**config.mk**
```make
export PLATFORM = sky130hd
export DESIGN_NAME = traffic_phase_arbiter_flat
export DESIGN_NICKNAME = d
export VERILOG_FILES = /design/src/rtl/traffic_phase_arbiter_if.sv /design/src/rtl/traffic_phase_arbiter.sv /design/src/flat_wrapper.sv
export SDC_FILE = /design/constraint.sdc
export NUM_CORES = 1
export LEC_CHECK = 0
export ABC_AREA = 1
export CAP_MARGIN = 0
export CORE_MARGIN = 8
export CORE_UTILIZATION = 64
export DETAILED_ROUTE_END_ITERATION = 7
export HOLD_SLACK_MARGIN = 0.12
export PLACE_DENSITY = 0.86
export SYNTH_ARGS = -nofsm -noshare
export SYNTH_HDL_FRONTEND = slang
export SYNTH_SLANG_ARGS = --single-unit
```
**constraint.sdc**
```tcl
create_clock -name clk -period 4.63 [get_ports clk]
set_input_delay 1.1575 -clock clk [delete_from_list [all_inputs] [get_ports clk]]
set_output_delay 1.1575 -clock clk [all_outputs]
set_load 0.005 [all_outputs]
```
**src/rtl/traffic_phase_arbiter_if.sv**
```systemverilog
// traffic_phase_arbiter_if: request/lamp bundle between the sensor side and the phase arbiter.
//   req     sensor requests, one bit per approach (driven by master)
//   grant   one-hot approach owning the phase, 0 when idle
//   green   green lamp per approach
//   yellow  yellow lamp per approach
//   red     red lamp per approach
//   phase   0=IDLE, 1=GREEN, 2=YELLOW, 3=ALLRED
interface traffic_phase_arbiter_if #(
    parameter int unsigned N_ROADS = 4
);
    logic [N_ROADS-1:0] req;
    logic [N_ROADS-1:0] grant;
    logic [N_ROADS-1:0] green;
    logic [N_ROADS-1:0] yellow;
    logic [N_ROADS-1:0] red;
    logic [1:0]         phase;

    modport master (
        output req,
        input  grant,
        input  green,
        input  yellow,
        input  red,
        input  phase
    );

    modport slave (
        input  req,
        output grant,
        output green,
        output yellow,
        output red,
        output phase
    );
endinterface

```
**src/rtl/traffic_phase_arbiter.sv**
```systemverilog
// traffic_phase_arbiter: round-robin green-phase scheduler for N_ROADS approaches.
// Latches sensor requests, grants one approach at a time and sequences green (with
// rest-in-green extension), yellow and all-red clearance. Lamps decode from registers only.
//   clk  system clock
//   rst  asynchronous active-high reset
//   bus  slave side of traffic_phase_arbiter_if (req in; grant/lamps/phase out)
module traffic_phase_arbiter #(
    parameter int unsigned N_ROADS  = 4,
    parameter int unsigned T_GREEN  = 150000000,
    parameter int unsigned T_YELLOW = 50000000,
    parameter int unsigned T_ALLRED = 25000000,
    parameter int unsigned CNT_W    = 28
) (
    input  logic                     clk,
    input  logic                     rst,
    traffic_phase_arbiter_if.slave   bus
);
    localparam int unsigned PW = (N_ROADS > 1) ? $clog2(N_ROADS) : 1;
    localparam int unsigned TMax01 = (T_GREEN > T_YELLOW) ? T_GREEN : T_YELLOW;
    localparam int unsigned TMax   = (TMax01 > T_ALLRED) ? TMax01 : T_ALLRED;

    localparam logic [CNT_W-1:0] GreenLast  = CNT_W'(T_GREEN - 1);
    localparam logic [CNT_W-1:0] YellowLast = CNT_W'(T_YELLOW - 1);
    localparam logic [CNT_W-1:0] AllRedLast = CNT_W'(T_ALLRED - 1);

    if (N_ROADS < 2 || N_ROADS > 8) begin : g_bad_roads
        $error("N_ROADS must be in 2..8");
    end
    if (T_GREEN < 1 || T_YELLOW < 1 || T_ALLRED < 1) begin : g_bad_times
        $error("all phase lengths must be at least 1 cycle");
    end
    if (((64'(TMax) - 64'd1) >> CNT_W) != 64'd0) begin : g_bad_cnt_w
        $error("CNT_W too narrow for the longest phase");
    end

    typedef enum logic [1:0] {
        StIdle   = 2'd0,
        StGreen  = 2'd1,
        StYellow = 2'd2,
        StAllRed = 2'd3
    } state_e;

    state_e             state_q, state_d;
    logic [CNT_W-1:0]   timer_q, timer_d;
    logic [N_ROADS-1:0] grant_q, grant_d;
    logic [N_ROADS-1:0] pending_q, pending_d;
    logic [PW-1:0]      ptr_q, ptr_d;

    logic               win_found;
    logic [PW-1:0]      win_idx;
    logic               grant_edge;
    logic [N_ROADS-1:0] req_accept;

    logic [N_ROADS-1:0] green, yellow, red;

    // Round-robin winner: first pending bit at or above ptr, wrapping.
    always_comb begin
        int unsigned idx;
        win_found = 1'b0;
        win_idx   = '0;
        idx       = 0;
        for (int unsigned i = 0; i < N_ROADS; i++) begin
            idx = (int'(ptr_q) + i) % N_ROADS;
            if (!win_found && pending_q[idx]) begin
                win_found = 1'b1;
                win_idx   = PW'(idx);
            end
        end
    end

    // State register
    always_ff @(posedge clk or posedge rst) begin
        if (rst) begin
            state_q   <= StIdle;
            timer_q   <= '0;
            grant_q   <= '0;
            pending_q <= '0;
            ptr_q     <= '0;
        end else begin
            state_q   <= state_d;
            timer_q   <= timer_d;
            grant_q   <= grant_d;
            pending_q <= pending_d;
            ptr_q     <= ptr_d;
        end
    end

    // Next-state logic
    always_comb begin
        state_d    = state_q;
        timer_d    = timer_q;
        grant_d    = grant_q;
        ptr_d      = ptr_q;
        grant_edge = 1'b0;

        // The road being served cannot re-queue itself until its lamp is red.
        req_accept = ((state_q == StGreen) || (state_q == StYellow)) ? ~grant_q : '1;

        unique case (state_q)
            StIdle: begin
                if (win_found) grant_edge = 1'b1;
            end
            StGreen: begin
                if (timer_q == GreenLast) begin
                    // Rest-in-green: timer stays saturated until someone else waits.
                    if (win_found) begin
                        state_d = StYellow;
                        timer_d = '0;
                    end
                end else begin
                    timer_d = timer_q + CNT_W'(1);
                end
            end
            StYellow: begin
                if (timer_q == YellowLast) begin
                    state_d = StAllRed;
                    timer_d = '0;
                end else begin
                    timer_d = timer_q + CNT_W'(1);
                end
            end
            StAllRed: begin
                if (timer_q == AllRedLast) begin
                    if (win_found) begin
                        grant_edge = 1'b1;
                    end else begin
                        state_d = StIdle;
                        grant_d = '0;
                        timer_d = '0;
                    end
                end else begin
                    timer_d = timer_q + CNT_W'(1);
                end
            end
        endcase

        pending_d = pending_q | (bus.req & req_accept);

        if (grant_edge) begin
            state_d            = StGreen;
            timer_d            = '0;
            grant_d            = '0;
            grant_d[win_idx]   = 1'b1;
            ptr_d              = (win_idx == PW'(N_ROADS - 1)) ? '0 : win_idx + PW'(1);
            // Clear wins over a simultaneous re-request from the winner.
            pending_d[win_idx] = 1'b0;
        end
    end

    // Output decode
    always_comb begin
        green  = '0;
        yellow = '0;
        red    = '1;
        unique case (state_q)
            StGreen: begin
                green = grant_q;
                red   = ~grant_q;
            end
            StYellow: begin
                yellow = grant_q;
                red    = ~grant_q;
            end
            default: ;
        endcase
    end

    assign bus.grant  = grant_q;
    assign bus.green  = green;
    assign bus.yellow = yellow;
    assign bus.red    = red;
    assign bus.phase  = state_q;
endmodule

```
**src/flat_wrapper.sv**
```systemverilog
// flat-port wrapper written by rule: the top's interface ports become plain ports
module traffic_phase_arbiter_flat 
#(
    parameter int unsigned N_ROADS  = 4,
    parameter int unsigned T_GREEN  = 150000000,
    parameter int unsigned T_YELLOW = 50000000,
    parameter int unsigned T_ALLRED = 25000000,
    parameter int unsigned CNT_W    = 28
)
  (clk, rst, bus_req, bus_grant, bus_green, bus_yellow, bus_red, bus_phase);
  traffic_phase_arbiter_if #(.N_ROADS(N_ROADS)) bus_i ();
  input  logic clk;
  input  logic rst;
  input wire logic [$bits(bus_i.req)-1:0] bus_req;
  output wire logic [$bits(bus_i.grant)-1:0] bus_grant;
  output wire logic [$bits(bus_i.green)-1:0] bus_green;
  output wire logic [$bits(bus_i.yellow)-1:0] bus_yellow;
  output wire logic [$bits(bus_i.red)-1:0] bus_red;
  output wire logic [$bits(bus_i.phase)-1:0] bus_phase;
  assign bus_i.req = bus_req;
  assign bus_grant = bus_i.grant;
  assign bus_green = bus_i.green;
  assign bus_yellow = bus_i.yellow;
  assign bus_red = bus_i.red;
  assign bus_phase = bus_i.phase;
  traffic_phase_arbiter #(.N_ROADS(N_ROADS), .T_GREEN(T_GREEN), .T_YELLOW(T_YELLOW), .T_ALLRED(T_ALLRED), .CNT_W(CNT_W)) u_core (.clk(clk), .rst(rst), .bus(bus_i));
endmodule
```
Word level (Yosys, flattened, before mapping):

Index checks and enable logic that the tools add are counted.

* output and inout bits: 18
* input bits: 6
* word-level logic and storage cells: 97
* register bits after elaboration: 40

* muxes and demuxes: 45
* $add $sub $neg: 5
* reductions and logical operators: 16
* eq/ne operators: 15
* bitwise operators: 5
* $lt $le $gt $ge: 6

Operator list (count)
* two-way mux 28 bit: 6
* case mux 28 bit (3 select lines): 1
* two-way mux 4 bit: 9
* adder 28 x 1 -> 28 bit (second input constant): 1
* equality test 28 x 25 -> 1 bit (second input constant): 1
* equality test 28 x 26 -> 1 bit (second input constant): 1
* equality test 28 bit (second input constant): 1
* two-way mux 2 bit: 11
* less-than comparator 2 x 3 -> 1 bit (second input constant): 5
* two-way mux 1 bit: 11
* bitwise AND 4 bit: 2
* binary-select mux 1 bit (select 2 bit): 4
* inverter 4 bit: 2
* equality test 2 bit (second input constant): 3
* inequality test 3 x 1 -> 1 bit (second input constant): 2
* inequality test 3 x 2 -> 1 bit (second input constant): 2
* case mux 2 bit (3 select lines): 1
* AND reduction 3 bit: 2
* AND reduction 6 bit: 1
* adder 2 x 1 -> 2 bit (second input constant): 2
* adder 2 bit (second input constant): 2
* logical AND 1 bit: 4
* inequality test 4 x 2 -> 1 bit (second input constant): 1
* inequality test 4 bit (second input constant): 1
* 13 further kinds: 16

Logic depth before layout (Yosys ltp):

* word-level depth: 19
* mapped depth: 16

Least setup slack after synthesis:

Ideal clock, no wire load.

* path type: flip-flop to output port
* start: register u_core.state_q[0] (netlist: u_core.bus.phase[0])
* end: output port bus_yellow[0]
* arrival time: 0.993 ns
* setup slack: 2.479 ns
* buffers on the path: 1
* data required time: 3.473 ns
* stages on the path, launching flop included: 6
* cells stage by stage: dfrtp_1 inv_1 ha_1 clkbuf_1 nand2_1 inv_1

* cells in the longest elaborated chain, start to end: 2

Ends and longest elaborated chain
* start: declaration: RTL line traffic_phase_arbiter.sv:43 `state_e state_q, state_d;`
* start signal: assignment: RTL line traffic_phase_arbiter.sv:74 `state_q <= StIdle;`
* start signal: assignment: RTL line traffic_phase_arbiter.sv:80 `state_q <= state_d;`
* equality test 2 bit: RTL line traffic_phase_arbiter.sv:155 `unique case (state_q)`
* two-way mux 4 bit: RTL line traffic_phase_arbiter.sv:155
* end: declaration: RTL line flat_wrapper.sv:17 `output wire logic [$bits(bus_i.yellow)-1:0] bus_yellow;`

No other way between the ends.

Worst setup path after layout:

* start: register u_core.state_q[0] (netlist: u_core.bus.phase[0])
* end: output port bus_red[3]

* cells in the longest elaborated chain, start to end: 3
* elaborated cells between the ends (all ways): 4
* classes of those cells: eq/ne (2); mux (1); reduce/logical (1)

Ends and longest elaborated chain
* equality test 2 bit / equality test 2 x 1 -> 1 bit (equally long branches): RTL line traffic_phase_arbiter.sv:155
* OR reduction 2 bit (no line) *
* two-way mux 4 bit *
* end: declaration: RTL line flat_wrapper.sv:18 `output wire logic [$bits(bus_i.red)-1:0] bus_red;`

Mark *: on every way between the ends. The rest lies on a longest branch, timed or not.

==> flow_metrics.py <==
metrics = {
    "global_route": {
        "use_met2": 0.337,
        "grt_util_met1": 0.282,
        "grt_max_degree": 34,
        "antenna_found_initial": 0,
        "grt_pass1_vias": 2839,
        "grt_pass1_wl_um": 13100,
        "busiest_layer": "met2",
        "grt.total_usage": 0.214,
        "grt_use_met3": 0.0558,
        "grt_overflow_total": 0,
    },
    "final_layout": {
        "final_cells": 551,
        "drive_gt1_frac": 0.0806,
        "synthToLayoutAreaGrowth_pct": 9.48,
        "antenna-diode-count": 0,
        "finish.utilization": 0.727,
        "fin_nets": 499,
    },
    "sta": {
        "setup_tns_ns": 0,
        "slew_headroom": 0.471,
        "period_minus_slack_ns": 3.04,
        "timing.hold.ws_ns": 0.527,
        "clock_skew_ns": 0.0158,
        "hold_viol_final": 0,
        "timing.fmax_mhz": 329,
        "rsz0062_at_grt": "false",
        "finalCritPeriodShare": 0.657,
        "slew_viol_final": 0,
        "max_slew.worst_pin.slew_ns": 0.793,
        "setup_violations": 0,
    },
    "setup_path": {
        "rrSetupSlack_ns": 2.01,
        "slowest_stage": "clkdlybuf4s50_1",
        "crit_path_max_incr_delay_ns": 0.51,
        "worst-endpoint-arrival_ns": 1.89,
        "required_ns": 3.47,
        "rr_endpoint": "u_core.timer_q[2]",
        "crit_path_end_kind": "output pin",
        "path_cells": "inv_1 -> ha_1 -> nand2_1 -> clkdlybuf4s50_1",
        "startpoint": "u_core.bus.phase[0]",
        "crit_buf_inv": 2,
        "crit_type": "flop to output pin",
        "cp-start-kind": "flop",
        "critPathMaxFanout": 6,
        "rr_startpoint": "u_core.timer_q[0]",
        "crit_family": "buffers and inverters",
        "reg2reg_depth": 12,
    },
    "die": {
        "chipWidth_um": 86.2,
        "dieArea_mm2": 0.00743,
        "ioPinCount": 24,
        "rows": 25,
        "core-area_mm2": 0.00475,
        "die_y_um": 86.2,
        "initial_utilization": 0.664,
    },
    "yosys": {
        "yosysWarnings": 0,
        "ys_types": 35,
        "syn_avg_cell_area_um2": 6.76,
        "syn_area_mm2": 0.00316,
        "ys_ff_latch": 40,
        "syn_nets": 483,
        "yosysSeqAreaShare": 0.317,
        "netlist_instances": 467,
    },
    "hold_path": {
        "holdPathStages": 2,
        "hold_path_class": "flop to flop",
        "worstHoldStart": "u_core.timer_q[26]",
        "whs_endpoint": "u_core.timer_q[26]",
    },
    "cts": {
        "cts_repair_resize_count": 0,
        "clkTransAtPathRegs_ns": 0.09,
        "postCtsSetupRepairBufs": 0,
        "htreeDepth": 2,
        "cts_sinks": 40,
        "cts_hold_buffers": 0,
        "cts_buffer_depth": 2,
        "cts_tree": "done",
        "worstSkewPairLatency_ns": 0.30,
        "cts_made_buffers": 5,
        "clock-root-buffer": "clkbuf_8",
    },
    "place": {
        "gp_congestion": 0.947,
        "hpwl_um": 5500,
        "port_buffers": 23,
        "dp.cells": 543,
    },
    "drt": {
        "via_per_inst": 5.48,
        "drtAntennaViolNets": 0,
        "routed_wirelength_um": 7440,
        "drt_pass1_iterations": 5,
        "wl_per_cell_um": 13.5,
        "drc": 0,
        "drtIter0Drc": 221,
        "vias": 3020,
    },
    "power_and_ir_drop": {
        "ir_worst_vdd_mv": 0.390,
        "power_mw": 1.79,
        "p_leak_nw": 1.72,
        "power_density_mw_per_mm2": 519,
    },
    "run": {
        "cap_viol_max_count": 0,
    },
    "outcome": {
        "status": "completed",
    },
}
-- cells in the final DEF, fill, tap and decap left out, types with 8 or more instances in the layout --
cell             synthesis  routed
a21oi_1                  8       8
xor2_1                  20      20
nor3_1                  12      12
ha_1                    10      10
nand3_1                 37      37
nor2_1                  33      33
nand2_1                162     162
inv_1                   55      55
nand4_1                 16      16
clkdlybuf4s50_1          0      23
dfrtp_1                 40      40
-- where the power goes --
group	leakage (nW)	internal [mW]	total, mW	switching (mW)
logic	1.15	0.339	1.07	0.731
registers	0.526	0.409	0.481	0.0726
clock network	0.0445	0.107	0.242	0.135
total	1.72	0.855	1.79	0.938
-- state kept, by name, indices dropped and copies added (netlist names) --
register	flops
u_core.timer_q	28
u_core.bus.grant	4
u_core.pending_q	4
u_core.bus.phase	2
u_core.ptr_q	2
-- layer usage --
layer	vias to the layer above	wire [um]
li1	1503	-
met1	1420	3530
met2	81	3360
met3	16	424
met4	0	122
met5	-	0
-- final cells by class --
cell class	instances	area (um2)
clock inverters	3	21.3
clock buffers	5	68.8
flip-flops and latches	40	1000
well taps	67	83.8
multi-input cells	349	1800
repair buffers	24	238
inverters	63	239
fillers	388	1300
-- worst min-delay path, cell delays in order (launching register included) --
cell     delay, ns
dfrtp_1       0.37
nand2_1       0.06
o21ai_1       0.06
-- metrics by stage --
step           instance area (um2)  setup WS, ns
6_report                      3450          1.59
5_1_grt                       3450          1.46
4_1_cts                       3450          1.56
3_5_place_dp                  3360          1.91
3_3_place_gp                  3360          1.96
2_1_floorplan                 3160          2.48
-- Yosys cell counts --
cell / count / share of area
a21oi_1: 8 / 0.013
a21oi_2: 1 / 0.0028
a31oi_1: 2 / 0.0040
buf_2: 6 / 0.0095
buf_4: 3 / 0.0071
buf_6: 5 / 0.018
clkbuf_1: 1 / 0.0012
clkinv_1: 1 / 0.0012
dfrtp_1: 40 / 0.32
ha_1: 10 / 0.040
inv_1: 55 / 0.065
inv_2: 6 / 0.0071
inv_4: 1 / 0.0020
nand2_1: 162 / 0.19
nand2_2: 6 / 0.012
nand3_1: 37 / 0.059
nand3_2: 3 / 0.0095
nand3_4: 2 / 0.011
nand3b_1: 5 / 0.012
nand3b_2: 1 / 0.0036
nand4_1: 16 / 0.032
nand4_2: 1 / 0.0040
nor2_1: 33 / 0.039
nor2_2: 4 / 0.0079
nor2_4: 3 / 0.011
nor3_1: 12 / 0.019
nor4_1: 3 / 0.0059
o21a_1: 1 / 0.0024
o21ai_0: 6 / 0.0095
o21ai_1: 6 / 0.0095
o21bai_1: 1 / 0.0024
o311ai_0: 1 / 0.0028
or2_2: 2 / 0.0040
xnor2_1: 3 / 0.0083
xor2_1: 20 / 0.056
-- logic make-up (layout without fill, tap and decap cells) --
kind of cell             after synthesis  count (layout)  synth area share
AND/OR/NAND/NOR                      290             290             0.422
buffers and inverters                 78              95             0.111
flip-flops                            40              40             0.317
AO/OA/AOI/OAI                         26              26            0.0460
XOR/XNOR                              23              23            0.0638
adder cells (fa/ha/maj)               10              10            0.0397
-- how the worst max path moves through the flow --
| stage | to | slack [ns] | cells past startpoint |
|---|---|---|---|
| 2_1_floorplan | bus_yellow[0] | 2.48 | 5 |
| 4_1_cts | bus_red[3] | 1.56 | 4 |
| 5_1_grt | bus_red[2] | 1.46 | 4 |
| 3_3_place_gp | bus_red[0] | 1.96 | 4 |
| 3_5_place_dp | bus_red[3] | 1.91 | 4 |
| 6_report | bus_red[3] | 1.59 | 4 |
No activity file was read; power rests on OpenSTA's default activity.
==> RTL change, RTL diff (same flow settings) <==
One comparison of `timer_q` changes from == to >=.
--- a/src/rtl/traffic_phase_arbiter.sv
+++ b/src/rtl/traffic_phase_arbiter.sv
@@ -103,3 +103,3 @@
             StGreen: begin
-                if (timer_q == GreenLast) begin
+                if (timer_q >= GreenLast) begin
                     // Rest-in-green: timer stays saturated until someone else waits.
Behaviour: same outputs for any inputs over 10 cycles, from zero or initial values and one cycle with rst high; that may be too few to reach the edited logic, so the function may still have changed.
==> RTL change against the original RTL <==
- sequential cell count did not move
- cell area rose by 9.0%
- clock power rose by 5%
- area after synthesis rose by 9.2%
- total power rose by 18%
- worst hold slack improved by 0.0066 ns
- setup slack got worse by 0.19 ns
- wire length rose by 29%
- critical path type unchanged
==> RTL change: results (changes against the original RTL) <==
* Outcome: finished clean
* Net Sw Power at 1.16 mW (+23%)
* Clk. pwr at 0.253 mW (+5%)
* Worst r2r path cells at 8 (-4)
* Total GRT Usage at 26.7% (+5.2 points)
* Leakage Power at 1.78 nW (+4.0%)
* Crit-path slowest cell: ha_1
* Seq/Total Area, Yosys at 29.0% (-2.7 points)
* Maximum fanout along the worst path at 14 (+8)
* Fmax at 309 MHz (-6.0%)
* RR Endpoint: u_core.timer_q[22]
* Largest cells by area after synthesis: dfrtp_1 29%, nand2_1 20%, nand3_1 8.3%
* Largest net degree at the start of global routing at 41 (+21%)
* Post-synthesis cell count at 545 (+17%)
* Hold EP: u_core.timer_q[0]
* Post-layout net count at 579 (+16%)
* Placed Area at 3670 um2 (+9.1%)
* Tightest Pin Transition at 0.544 ns (-0.248 ns)
* Clk_skew at 0.0101 ns (-0.00571 ns)
* Layout cells sized above 1 at 5.67% (-2.4 points)
* Pwr dens at 564 nW/um2 (+8.7%)
* Seq pwr share at 25.8% (-1.0 points)
* Register-to-register setup slack at 1.84 ns (-0.17 ns)
* Synth Net Count at 561 (+16%)
* 1st-iter DRT viols at 358 (+62%)
* Vias at 3600 (+19%)
* First-pass GRT wire length at 16600 um (+27%)
==> RTL change: kinds of logic after synthesis <==
logic type | count (synthesis) | synth area share, %
AO/OA/AOI/OAI | 42 | 6.75
XOR/XNOR | 18 | 4.58
flip-flops | 40 | 29.0
AND/OR/NAND/NOR | 358 | 46.0
adder cells (fa/ha/maj) | 10 | 3.63
buffers and inverters | 77 | 9.99
==> RTL change: layout make-up <==
cell class | count | area (um2)
Timing Repair Buffer | 24 | 238
Inverter | 64 | 245
Multi-Input combinational cell | 428 | 2100
Clock buffer | 5 | 68.8
Sequential cell | 40 | 1000
Clock inverter | 3 | 23.8
Fill cell | 447 | 1380
Tap cell | 70 | 87.6
==> RTL change: routing by layer <==
layer / GRT usage, % / wire length [um]
met5: 0 / 0
met4: 10.4 / 280
met3: 6.34 / 770
met2: 44.0 / 4510
met1: 32.6 / 4060
